<file path="src/rtl/inv_mix_columns_iter.sv">
// Purpose: iterative AES InvMixColumns, one 32-bit column per cycle over a 128-bit state.
// Latency: accept at edge N, columns written at N+1..N+4, out_valid from N+4; 6 cycles/block minimum.
// Backpressure: in_ready only in IDLE; result held stable in DONE until out_ready is seen.
module inv_mix_columns_iter (
    input  logic         clk,
    input  logic         rst_n,
    input  logic         in_valid,
    output logic         in_ready,
    input  logic [0:127] in,
    output logic         out_valid,
    input  logic         out_ready,
    output logic [0:127] out,
    output logic         busy
);

    typedef enum logic [1:0] {
        IDLE = 2'd0,
        CALC = 2'd1,
        DONE = 2'd2
    } fsm_t;

    fsm_t         fsm;
    logic [1:0]   col;
    logic [0:127] state_reg;
    logic [0:127] res_reg;
    logic [31:0]  col_in;
    logic [31:0]  col_out;

    // Multiply by x in GF(2^8) modulo 0x11b.
    function automatic logic [7:0] xtime(input logic [7:0] b);
        return {b[6:0], 1'b0} ^ (b[7] ? 8'h1b : 8'h00);
    endfunction

    // One column of InvMixColumns built from xtime chains; byte 0 sits in c[31:24].
    function automatic logic [31:0] inv_col(input logic [31:0] c);
        logic [3:0][7:0] a;
        logic [3:0][7:0] x2;
        logic [3:0][7:0] x4;
        logic [3:0][7:0] x8;
        logic [3:0][7:0] r;
        logic [1:0]      k;
        a = {c[7:0], c[15:8], c[23:16], c[31:24]};
        for (int i = 0; i < 4; i++) begin
            k     = 2'(i);
            x2[k] = xtime(a[k]);
            x4[k] = xtime(x2[k]);
            x8[k] = xtime(x4[k]);
        end
        for (int i = 0; i < 4; i++) begin
            k    = 2'(i);
            // 0e*a_r ^ 0b*a_r+1 ^ 0d*a_r+2 ^ 09*a_r+3, indices wrap via 2-bit k
            r[k] = (x8[k] ^ x4[k] ^ x2[k])
                 ^ (x8[k + 2'd1] ^ x2[k + 2'd1] ^ a[k + 2'd1])
                 ^ (x8[k + 2'd2] ^ x4[k + 2'd2] ^ a[k + 2'd2])
                 ^ (x8[k + 2'd3] ^ a[k + 2'd3]);
        end
        return {r[0], r[1], r[2], r[3]};
    endfunction

    // Select the column currently being processed and transform it.
    always_comb begin
        col_in  = state_reg[{col, 5'd0} +: 32];
        col_out = inv_col(col_in);
    end

    // Handshake and status outputs decode straight from the state register.
    assign in_ready  = (fsm == IDLE);
    assign out_valid = (fsm == DONE);
    assign busy      = (fsm != IDLE);
    assign out       = res_reg;

    // Control FSM plus state/result registers; reset abandons any block in flight.
    always_ff @(posedge clk or negedge rst_n) begin
        if (!rst_n) begin
            fsm       <= IDLE;
            col       <= 2'd0;
            state_reg <= '0;
            res_reg   <= '0;
        end else begin
            case (fsm)
                IDLE: begin
                    if (in_valid) begin
                        state_reg <= in;
                        col       <= 2'd0;
                        fsm       <= CALC;
                    end
                end
                CALC: begin
                    res_reg[{col, 5'd0} +: 32] <= col_out;
                    col                        <= col + 2'd1;
                    if (col == 2'd3) begin
                        fsm <= DONE;
                    end
                end
                DONE: begin
                    if (out_ready) begin
                        fsm <= IDLE;
                    end
                end
                default: begin
                    fsm <= IDLE;
                end
            endcase
        end
    end

endmodule

</file>
<file path="config.mk">
export PLATFORM = sky130hd
export DESIGN_NAME = inv_mix_columns_iter
export DESIGN_NICKNAME = d
export VERILOG_FILES = /design/src/rtl/inv_mix_columns_iter.sv
export SDC_FILE = /design/constraint.sdc
export NUM_CORES = 1
export LEC_CHECK = 0
export ABC_AREA = 1
export BUFFER_PORTS_ARGS = -buffer_cell sky130_fd_sc_hd__buf_2
export CAP_MARGIN = 10
export CORE_MARGIN = 2
export CORE_UTILIZATION = 50
export DETAILED_ROUTE_END_ITERATION = 8
export GPL_ROUTABILITY_DRIVEN = 0
export PLACE_DENSITY = 0.72
export SLEW_MARGIN = 10
export SYNTH_ARGS = -nofsm -noshare
export SYNTH_HDL_FRONTEND = slang
export SYNTH_SLANG_ARGS = --single-unit
</file>
<file path="constraint.sdc">
create_clock -name clk -period 5.64 [get_ports clk]
set_input_delay 0.282 -clock clk [delete_from_list [all_inputs] [get_ports clk]]
set_output_delay 0.282 -clock clk [all_outputs]
set_load 0.03 [all_outputs]
</file>
==> results.md, run 1 <==
- Worst min-delay path class: in -> reg
- Mean Syn Cell Area: 6.882 um2
- Post-DP HPWL: 35.35 mm
- Worst-path cell chain: buf_4 > nand2_1 > nand2_1 > nand2_1 > nand2_1 > nand2_1 > nand2_2 > nand2_1 > nand2_1 > xor2_1 > inv_1 > nand3_1 > nand2_1 > nand3_1 > nand2_1
- Total count of max-transition violations in the final report: 0
- X dimension of the die: 180.4 um
- Number of placement rows: 64
- Main area contributors after synthesis: sky130_fd_sc_hd__dfrtp_1, sky130_fd_sc_hd__nand2_1, sky130_fd_sc_hd__nand3_1
- Count of buffer and inverter cells on the critical path: 2
- Main combinational cell family by area after synthesis: simple AND/OR/NAND/NOR gates
- DR iter-0 viols: roughly 1500
- Initial core utilization: between 50% and 60%
- Global-route wire length before repair: 84.33 mm
- Clock tree from TritonCTS: built
- Number of buffers inserted by hold repair at cts: 130
- Area growth from synthesis to layout: 23.97%
- Post-route worst setup slack: between 1.5 and 2 ns
- CP endpoint kind: register
- Number of CTS-inserted buffers: 29
- Post-CTS setup buffer count: 0
- Final clock skew: 0.01639 ns
- H-tree Lvls: 1
- Maximum number of pins on one net before global-route repair: ~140
- Setup repair after global routing missed its margin: false
- Ys Warns: 0
- Compound-gate portion of the synthesized area: 1.005%
- CP startpoint: col[0]
- Setup TNS after final layout: 0 ns
- Min-Delay Startpoint: in_valid
- Slowest Stage Delay on Critical Path: approximately 0.9 ns
- Mapped Cells: 2261
- Synthesized-area fraction occupied by xor and xnor cells: 6.143%
- Post-synth design cell area: 15560 um2
- GRT Residual Overflow: 0
- Clock sink total: 260
- Arrival time at the worst endpoint: 4.42 ns
- Via count of the first global-routing pass: 15830
- Antenna viol nets, final: 0
- Multiplexer area fraction after synthesis: 0%
- Status: finished, final reports clean
- MaxCap Viol Count: 0
- Period utilisation layout: 70.65%
- Total of flip-flops plus latches after synthesis: 260
- DR pass1 iterations: 9
- Hold slack: ~0.15 ns
- Share of async-settable or async-resettable flops after synthesis: 100.0%
- Proportion of synthesized chip area in sequential cells: 41.81%
- Worst-Margin Slew: between 0.9 and 1 ns
- IO Pins: 263
- Number of buffers on the longest clock path: 3
- Total number of nets in the final design: roughly 2700
- Count of input and output buffers: 262
- Cell type with the largest total area after synthesis: sky130_fd_sc_hd__dfrtp_1
- Clock-pin transition on the worst setup and hold timing paths: 0.06 ns
- Total number of vias: 16560
- Post-synthesis simple-gate area fraction: a little under half
- Post-place setup slack: 1.916 ns
- Total global-route track usage: 32.04%
- Ant diodes: 0
- Time the worst path needs with I/O delays and setup: 3.985 ns
- Post-cts gate resize count: 0
- Adder and majority gate portion of the synthesized area: 0.3216%
- Tightest slew margin relative to the limit: 34.34%
- Worst-Skew Late Latency: between 0.5 and 0.6 ns
- Largest delay share family, worst path: simple AND/OR/NAND/NOR gates
- Fillers: 2735
- Portion of synthesized cell area occupied by the leading cell type: 41.81%
- Mean routed wirelength per cell: 17.53 um
- EDFF count, synth: 0
- DRC viols: 0
- Initial antenna violation count: 0
- Top cells by count, synth: sky130_fd_sc_hd__nand2_1, sky130_fd_sc_hd__dfrtp_1, sky130_fd_sc_hd__nand3_1
- Setup slack, reg-to-reg: 1.66 ns
- Number of vias per cell after detailed routing: around 5.5
- Vert. Die Dim: between 150 and 200 um
- Setup Crit Path Kind: reg -> reg
- Most prevalent standard cell on the critical path: sky130_fd_sc_hd__nand2_1
- Synth unique cells: 31
- Max Fclk: 0.2510 GHz
- Layout cell share with drive strength beyond 1: 16.45%
- Data required time of the worst path: between 6 and 7 ns
- Most used DFF post-synth: sky130_fd_sc_hd__dfrtp_1
- Net count after synthesis: ~2400
- Element type at the critical path start: register
- Standard cell with the maximum stage delay on the critical path: sky130_fd_sc_hd__dfrtp_4
- Most common cell in the netlist: sky130_fd_sc_hd__nand2_1
- Maximum fanout encountered on the critical timing path: 79
- Hold Violations, Final: 0
- DRT Wirelength: 52.97 mm
- Origin of the critical flop-to-flop path: col[0]
- Die area: 32550 um2
- Root Driver: sky130_fd_sc_hd__clkbuf_16
- Placeable core region: 30590 um2
- Multi-input gate area: 8289 um2
- Final-report setup violation count: 0
- Total area of sequential cells: approximately 6500 um2
[logic make-up (layout without fill, tap and decap cells)]
| family | Yosys count | count (layout) |
|---|---|---|
| AO/OA/AOI/OAI | 28 | 28 |
| XOR/XNOR | 104 | 104 |
| adder cells (fa/ha/maj) | 4 | 4 |
| buffers and inverters | 174 | 539 |
| flip-flops | 260 | 260 |
| AND/OR/NAND/NOR | 1691 | 1691 |
[per-stage QoR]
stage               utilization [%]  cells  area (um2)
finish                        63.06   3022       19290
global route                  63.06   3022       19290
CTS                           63.06   3022       19290
detailed placement            55.73   2840       17050
global placement              55.72   2840       17050
floorplan                         -   2261       15560
[worst paths after layout]
check	to	cells after the start
max	out[100]	15
min	fsm[0]	3
max reg2reg	out[100]	15
min reg2reg	out[72]	2
max in group asynchronous	state_reg[37]	3
min in group asynchronous	out[57]	2
[worst register-to-register path, cell delays in order, from the launching register on]
cell	delay [ns]
sky130_fd_sc_hd__dfrtp_4	0.90
sky130_fd_sc_hd__buf_4	0.74
sky130_fd_sc_hd__nand2_1	0.27
sky130_fd_sc_hd__nand2_1	0.13
sky130_fd_sc_hd__nand2_1	0.06
sky130_fd_sc_hd__nand2_1	0.26
sky130_fd_sc_hd__nand2_1	0.11
sky130_fd_sc_hd__nand2_2	0.19
sky130_fd_sc_hd__nand2_1	0.16
sky130_fd_sc_hd__nand2_1	0.16
sky130_fd_sc_hd__xor2_1	0.40
sky130_fd_sc_hd__inv_1	0.08
sky130_fd_sc_hd__nand3_1	0.09
sky130_fd_sc_hd__nand2_1	0.13
sky130_fd_sc_hd__nand3_1	0.10
sky130_fd_sc_hd__nand2_1	0.07
[routing by layer]
metal,GRT usage (%),vias up,share of wire [%]
li1,-,7776,-
met1,42.84,7668,40
met2,51.62,945,45
met3,6.447,174,10
met4,11.97,0,4.3
met5,0,-,0
[cells in the final DEF, fill, tap and decap left out, types with 3 or more instances in the layout]
cell type                          n
sky130_fd_sc_hd__nor2_1           14
sky130_fd_sc_hd__clkbuf_8          8
sky130_fd_sc_hd__clkbuf_1          4
sky130_fd_sc_hd__nor2_2            4
sky130_fd_sc_hd__nand2_4          10
sky130_fd_sc_hd__dfrtp_1         258
sky130_fd_sc_hd__inv_1            67
sky130_fd_sc_hd__nand4_1          52
sky130_fd_sc_hd__nand3_1         253
sky130_fd_sc_hd__xor2_2            4
sky130_fd_sc_hd__nand3b_1          9
sky130_fd_sc_hd__nand2_1        1268
sky130_fd_sc_hd__o21ai_0          22
sky130_fd_sc_hd__clkbuf_16        29
sky130_fd_sc_hd__clkinv_2          7
sky130_fd_sc_hd__or2_1             8
sky130_fd_sc_hd__buf_4            14
sky130_fd_sc_hd__nand3_2           3
sky130_fd_sc_hd__nand2_2          69
sky130_fd_sc_hd__xnor2_1          39
sky130_fd_sc_hd__xor2_1           59
sky130_fd_sc_hd__ha_1              4
sky130_fd_sc_hd__dlygate4sd3_1   130
sky130_fd_sc_hd__buf_2           261
sky130_fd_sc_hd__inv_2            10
[cell type report]
cell class,instances,share of cell area [%]
multi-input cells,1827,42.97
flip-flops and latches,260,33.75
repair buffers,407,14.24
clock buffers,41,4.410
well taps,396,2.568
inverters,80,1.583
clock inverters,11,0.4735
Power of run 1 is left out: the tool's default activity adds up to more than one toggle a clock period on the data nets, which glitch-free logic cannot reach.
==> run 2, diff against run 1 <==
--- a/config.mk
+++ b/config.mk
@@ -5,14 +5,14 @@
 export SDC_FILE = /design/constraint.sdc
 export NUM_CORES = 1
 export LEC_CHECK = 0
-export ABC_AREA = 1
+export ABC_AREA = 0
 export BUFFER_PORTS_ARGS = -buffer_cell sky130_fd_sc_hd__buf_2
 export CAP_MARGIN = 10
 export CORE_MARGIN = 2
 export CORE_UTILIZATION = 50
 export DETAILED_ROUTE_END_ITERATION = 8
 export GPL_ROUTABILITY_DRIVEN = 0
-export PLACE_DENSITY = 0.72
+export PLACE_DENSITY = 0.74
 export SLEW_MARGIN = 10
 export SYNTH_ARGS = -nofsm -noshare
 export SYNTH_HDL_FRONTEND = slang
==> constraint.sdc (replaced) <==
create_clock -name clk -period 3.75 [get_ports clk]
set_input_delay 0.1875 -clock clk [delete_from_list [all_inputs] [get_ports clk]]
set_output_delay 0.1875 -clock clk [all_outputs]
set_load 0.03 [all_outputs]
==> run 2 against run 1 <==
Register-to-register slack got worse by 1.4 ns. Die area decreased by 19%. Flip-flop and latch count did not move. Clock skew fell by 0.0090 ns. Fmax rose by 13%. Setup slack lost 1.4 ns. Global-route usage shrank 4.9 points. Critical endpoint is now out[98]. Routed wire length down 34%. First-iteration DRC count decreased by 53%. Synthesized cell count shrank 58%. Highest routed layer unchanged. Count of clock-buffer cells in the layout down 5.
==> results.md, run 2 <==
- Top library cells by usage in the layout, fill and taps aside: sky130_fd_sc_hd__buf_2, sky130_fd_sc_hd__dfrtp_1, sky130_fd_sc_hd__dlygate4sd3_1
- Post-DP HPWL: 23.92 mm (-32%)
- Total of flip-flops plus latches after synthesis: 260 (unchanged)
- Maximum number of pins on one net before global-route repair: 118 (-17%)
- Net count after synthesis: 1083 (-55%)
- Setup Crit Path Kind: reg -> reg
- Most common cell after layout, fill and taps aside: sky130_fd_sc_hd__buf_2
- Fillers: 1775 (-35%)
- Status: finished, final reports clean
- Layout cell share with drive strength beyond 1: 37.53% (+21 points)
- Wire length on met3: 2.484 mm (-55%)
- IO Pins: 263 (unchanged)
- X dimension of the die: 162.0 um (-10%)
- Total area of sequential cells: 6509 um2 (about the same)
- Number of CTS-inserted buffers: 27 (-6.9%)
- Tightest slew margin relative to the limit: 39.98% (+5.6 points)
- Worst-Skew Late Latency: 0.53 ns (-0.03 ns)
- Worst-Margin Slew: 0.8981 ns (-0.08686 ns)
- Vert. Die Dim: 162.0 um (-10%)
- Area growth from synthesis to layout: 30.96%
- Worst Setup EP: out[98]
- Post-cts gate resize count: 0 (unchanged)
- Total count of max-transition violations in the final report: 0 (unchanged)
- H-tree Lvls: 1 (unchanged)
- Arrival time at the worst endpoint: 3.92 ns (-0.50 ns)
- Most common cell in the netlist: sky130_fd_sc_hd__dfrtp_1
- Total global-route track usage: 27.17% (-4.9 points)
- DRC viols: 0 (unchanged)
- Origin of the critical flop-to-flop path: col[1]
- Antenna viol nets, final: 0 (unchanged)
- Setup slack, reg-to-reg: 0.21 ns (-1.44 ns)
- Mean routed wirelength per cell: 20.94 um (+19%)
- Main area contributors after synthesis: sky130_fd_sc_hd__dfrtp_1, sky130_fd_sc_hd__mux2_2, sky130_fd_sc_hd__xnor2_1
- Highest metal layer used by the detailed router: met4
- EDFF count, synth: 0 (unchanged)
- MaxCap Viol Count: 0 (unchanged)
- Share of async-settable or async-resettable flops after synthesis: 100.0% (unchanged)
- Initial core utilization: 51.18% (+0.31 points)
- Most used DFF post-synth: sky130_fd_sc_hd__dfrtp_1
- End of the worst register-to-register path: out[98]
- Number of vias per cell after detailed routing: 5.327 (-2.8%)
- Clock sink total: 260 (unchanged)
- Mapped Cells: 947 (-58%)
- Global-route wire length before repair: 54.85 mm (-35%)
- Initial antenna violation count: 1 (+1)
- Element type at the critical path start: register
- Wire length on met1: 14.45 mm (-32%)
- Max Fclk: 0.2828 GHz (+13%)
- DRT Wirelength: 35.10 mm (-34%)
- DR pass1 iterations: 5 (-4)
- Multi-input gate area: 5673 um2 (-32%)
- Synth unique cells: 33 (+6.5%)
- GRT Residual Overflow: 0 (unchanged)
- Setup repair after global routing missed its margin: false
- CP startpoint: col[1]
- Via count of the first global-routing pass: 9431 (-40%)
- Setup TNS after final layout: 0 ns (unchanged)
- Final Core Density: 67.03% (+4.0 points)
- Worst min-delay path class: in -> async
- Die area: 26250 um2 (-19%)
- Hold Violations, Final: 0 (unchanged)
- Root Driver: sky130_fd_sc_hd__clkbuf_16
- Ys Warns: 0 (unchanged)
- Time the worst path needs with I/O delays and setup: 3.536 ns (-0.4489 ns)
- Count of input and output buffers: 262 (unchanged)
- Cell type with the largest total area after synthesis: sky130_fd_sc_hd__dfrtp_1
- Clock tree from TritonCTS: built
- Mean Syn Cell Area: 13.18 um2 (+92%)
- Top cells by count, synth: sky130_fd_sc_hd__dfrtp_1, sky130_fd_sc_hd__mux2_2, sky130_fd_sc_hd__nand2_1
- Final-report setup violation count: 0 (unchanged)
- Final clock skew: 0.007371 ns (-0.009021 ns)
- Data required time of the worst path: 4.14 ns (-1.93 ns)
- Number of placement rows: 57 (-11%)
- Proportion of synthesized chip area in sequential cells: 52.11% (+10 points)
- Total number of vias: 8928 (-46%)
- DR iter-0 viols: 698 (-53%)
- Maximum fanout encountered on the critical timing path: 20 (-75%)
- Total number of nets in the final design: 1467 (-46%)
- Number of buffers on the longest clock path: 3 (unchanged)
- Met2 routed WL: 17.38 mm (-27%)
- Portion of synthesized cell area occupied by the leading cell type: 52.11% (+10 points)
- CP endpoint kind: register
- Post-synth design cell area: 12480 um2 (-20%)
- Period utilisation layout: 94.29% (+24 points)
- Worst r2r path cells: 7 (-8)
- Placeable core region: 24390 um2 (-20%)
- Clock-pin transition on the worst setup and hold timing paths: 0.07 ns (about the same)
## run 2: changes by cell type in the layout (fill, tap and decap cells not counted), moves of 11 or more
cell                      before  now
sky130_fd_sc_hd__nand3_1     253    0
sky130_fd_sc_hd__xor2_1       59   29
sky130_fd_sc_hd__o21ai_1       0   79
sky130_fd_sc_hd__inv_1        67    5
sky130_fd_sc_hd__o21ai_0      22   42
sky130_fd_sc_hd__mux4_2        0   30
sky130_fd_sc_hd__nand2_2      69    0
sky130_fd_sc_hd__nand4_1      52    4
sky130_fd_sc_hd__xnor2_2       2   13
sky130_fd_sc_hd__mux2_2        0  128
sky130_fd_sc_hd__xnor3_1       0   26
sky130_fd_sc_hd__xnor2_1      39  112
sky130_fd_sc_hd__nand2_1    1268  124
## run 2: cell families after synthesis
| group | synth area share (%) |
|---|---|
| AOI/OAI and AO/OA | 5.542 |
| xor gates and xnor gates | 17.61 |
| adders and majority gates | 0.4009 |
| buffers and inverters | 2.465 |
| DFF | 52.11 |
| muxes | 17.46 |
| and+or+nand+nor | 4.410 |
## run 2: area by class of cell
type	count	area share, %
diodes	1	0.01531
clock buffers	36	4.584
well taps	324	2.480
multi-input cells	623	34.70
inverters	5	0.1148
flip-flops and latches	260	39.81
repair buffers	414	17.37
clock inverters	13	0.9260
## run 2: worst min-delay path by stage
stage	to	slack, ns	cells past startpoint
finish	out[5]	0.12	2
detailed placement	out[5]	0.08	1
global route	out[5]	0.14	2
floorplan	col[0]	-0.11	0
CTS	out[5]	0.12	2
global placement	out[72]	0.08	1
## run 2: stage by stage
step           worst slack [ns]  hold WS [ns]  std cells  area [um2]
6_report                 0.2141        0.1154       1676       16350
5_1_grt                 0.02963        0.1378       1676       16350
4_1_cts                  0.2228        0.1247       1675       16350
3_5_place_dp             0.2366       0.08284       1495       14130
3_3_place_gp             0.2439       0.07705       1495       14130
2_1_floorplan            0.7759       -0.1081        947       12480
## run 2: repair_timing
action	in CTS	in global routing
setup buffers	0	0
endpoints found under the hold margin	202	0
hold buffers	131	0
## run 2: per-layer routing
metal,GRT usage (%),vias to the layer above
met2,46.32,372
met4,6.396,0
li1,-,4029
met3,4.418,56
met5,0,-
met1,36.90,4471
## run 2: worst max-delay path: stages (launching register included)
cell and delay [ns]:
sky130_fd_sc_hd__dfrtp_2 0.63, sky130_fd_sc_hd__buf_4 0.34, sky130_fd_sc_hd__mux4_2 0.48, sky130_fd_sc_hd__xnor3_1 0.48, sky130_fd_sc_hd__xor3_1 0.47, sky130_fd_sc_hd__xor2_1 0.19, sky130_fd_sc_hd__xnor2_1 0.62, sky130_fd_sc_hd__o21ai_1 0.16
Power of run 2 is left out for the same reason.
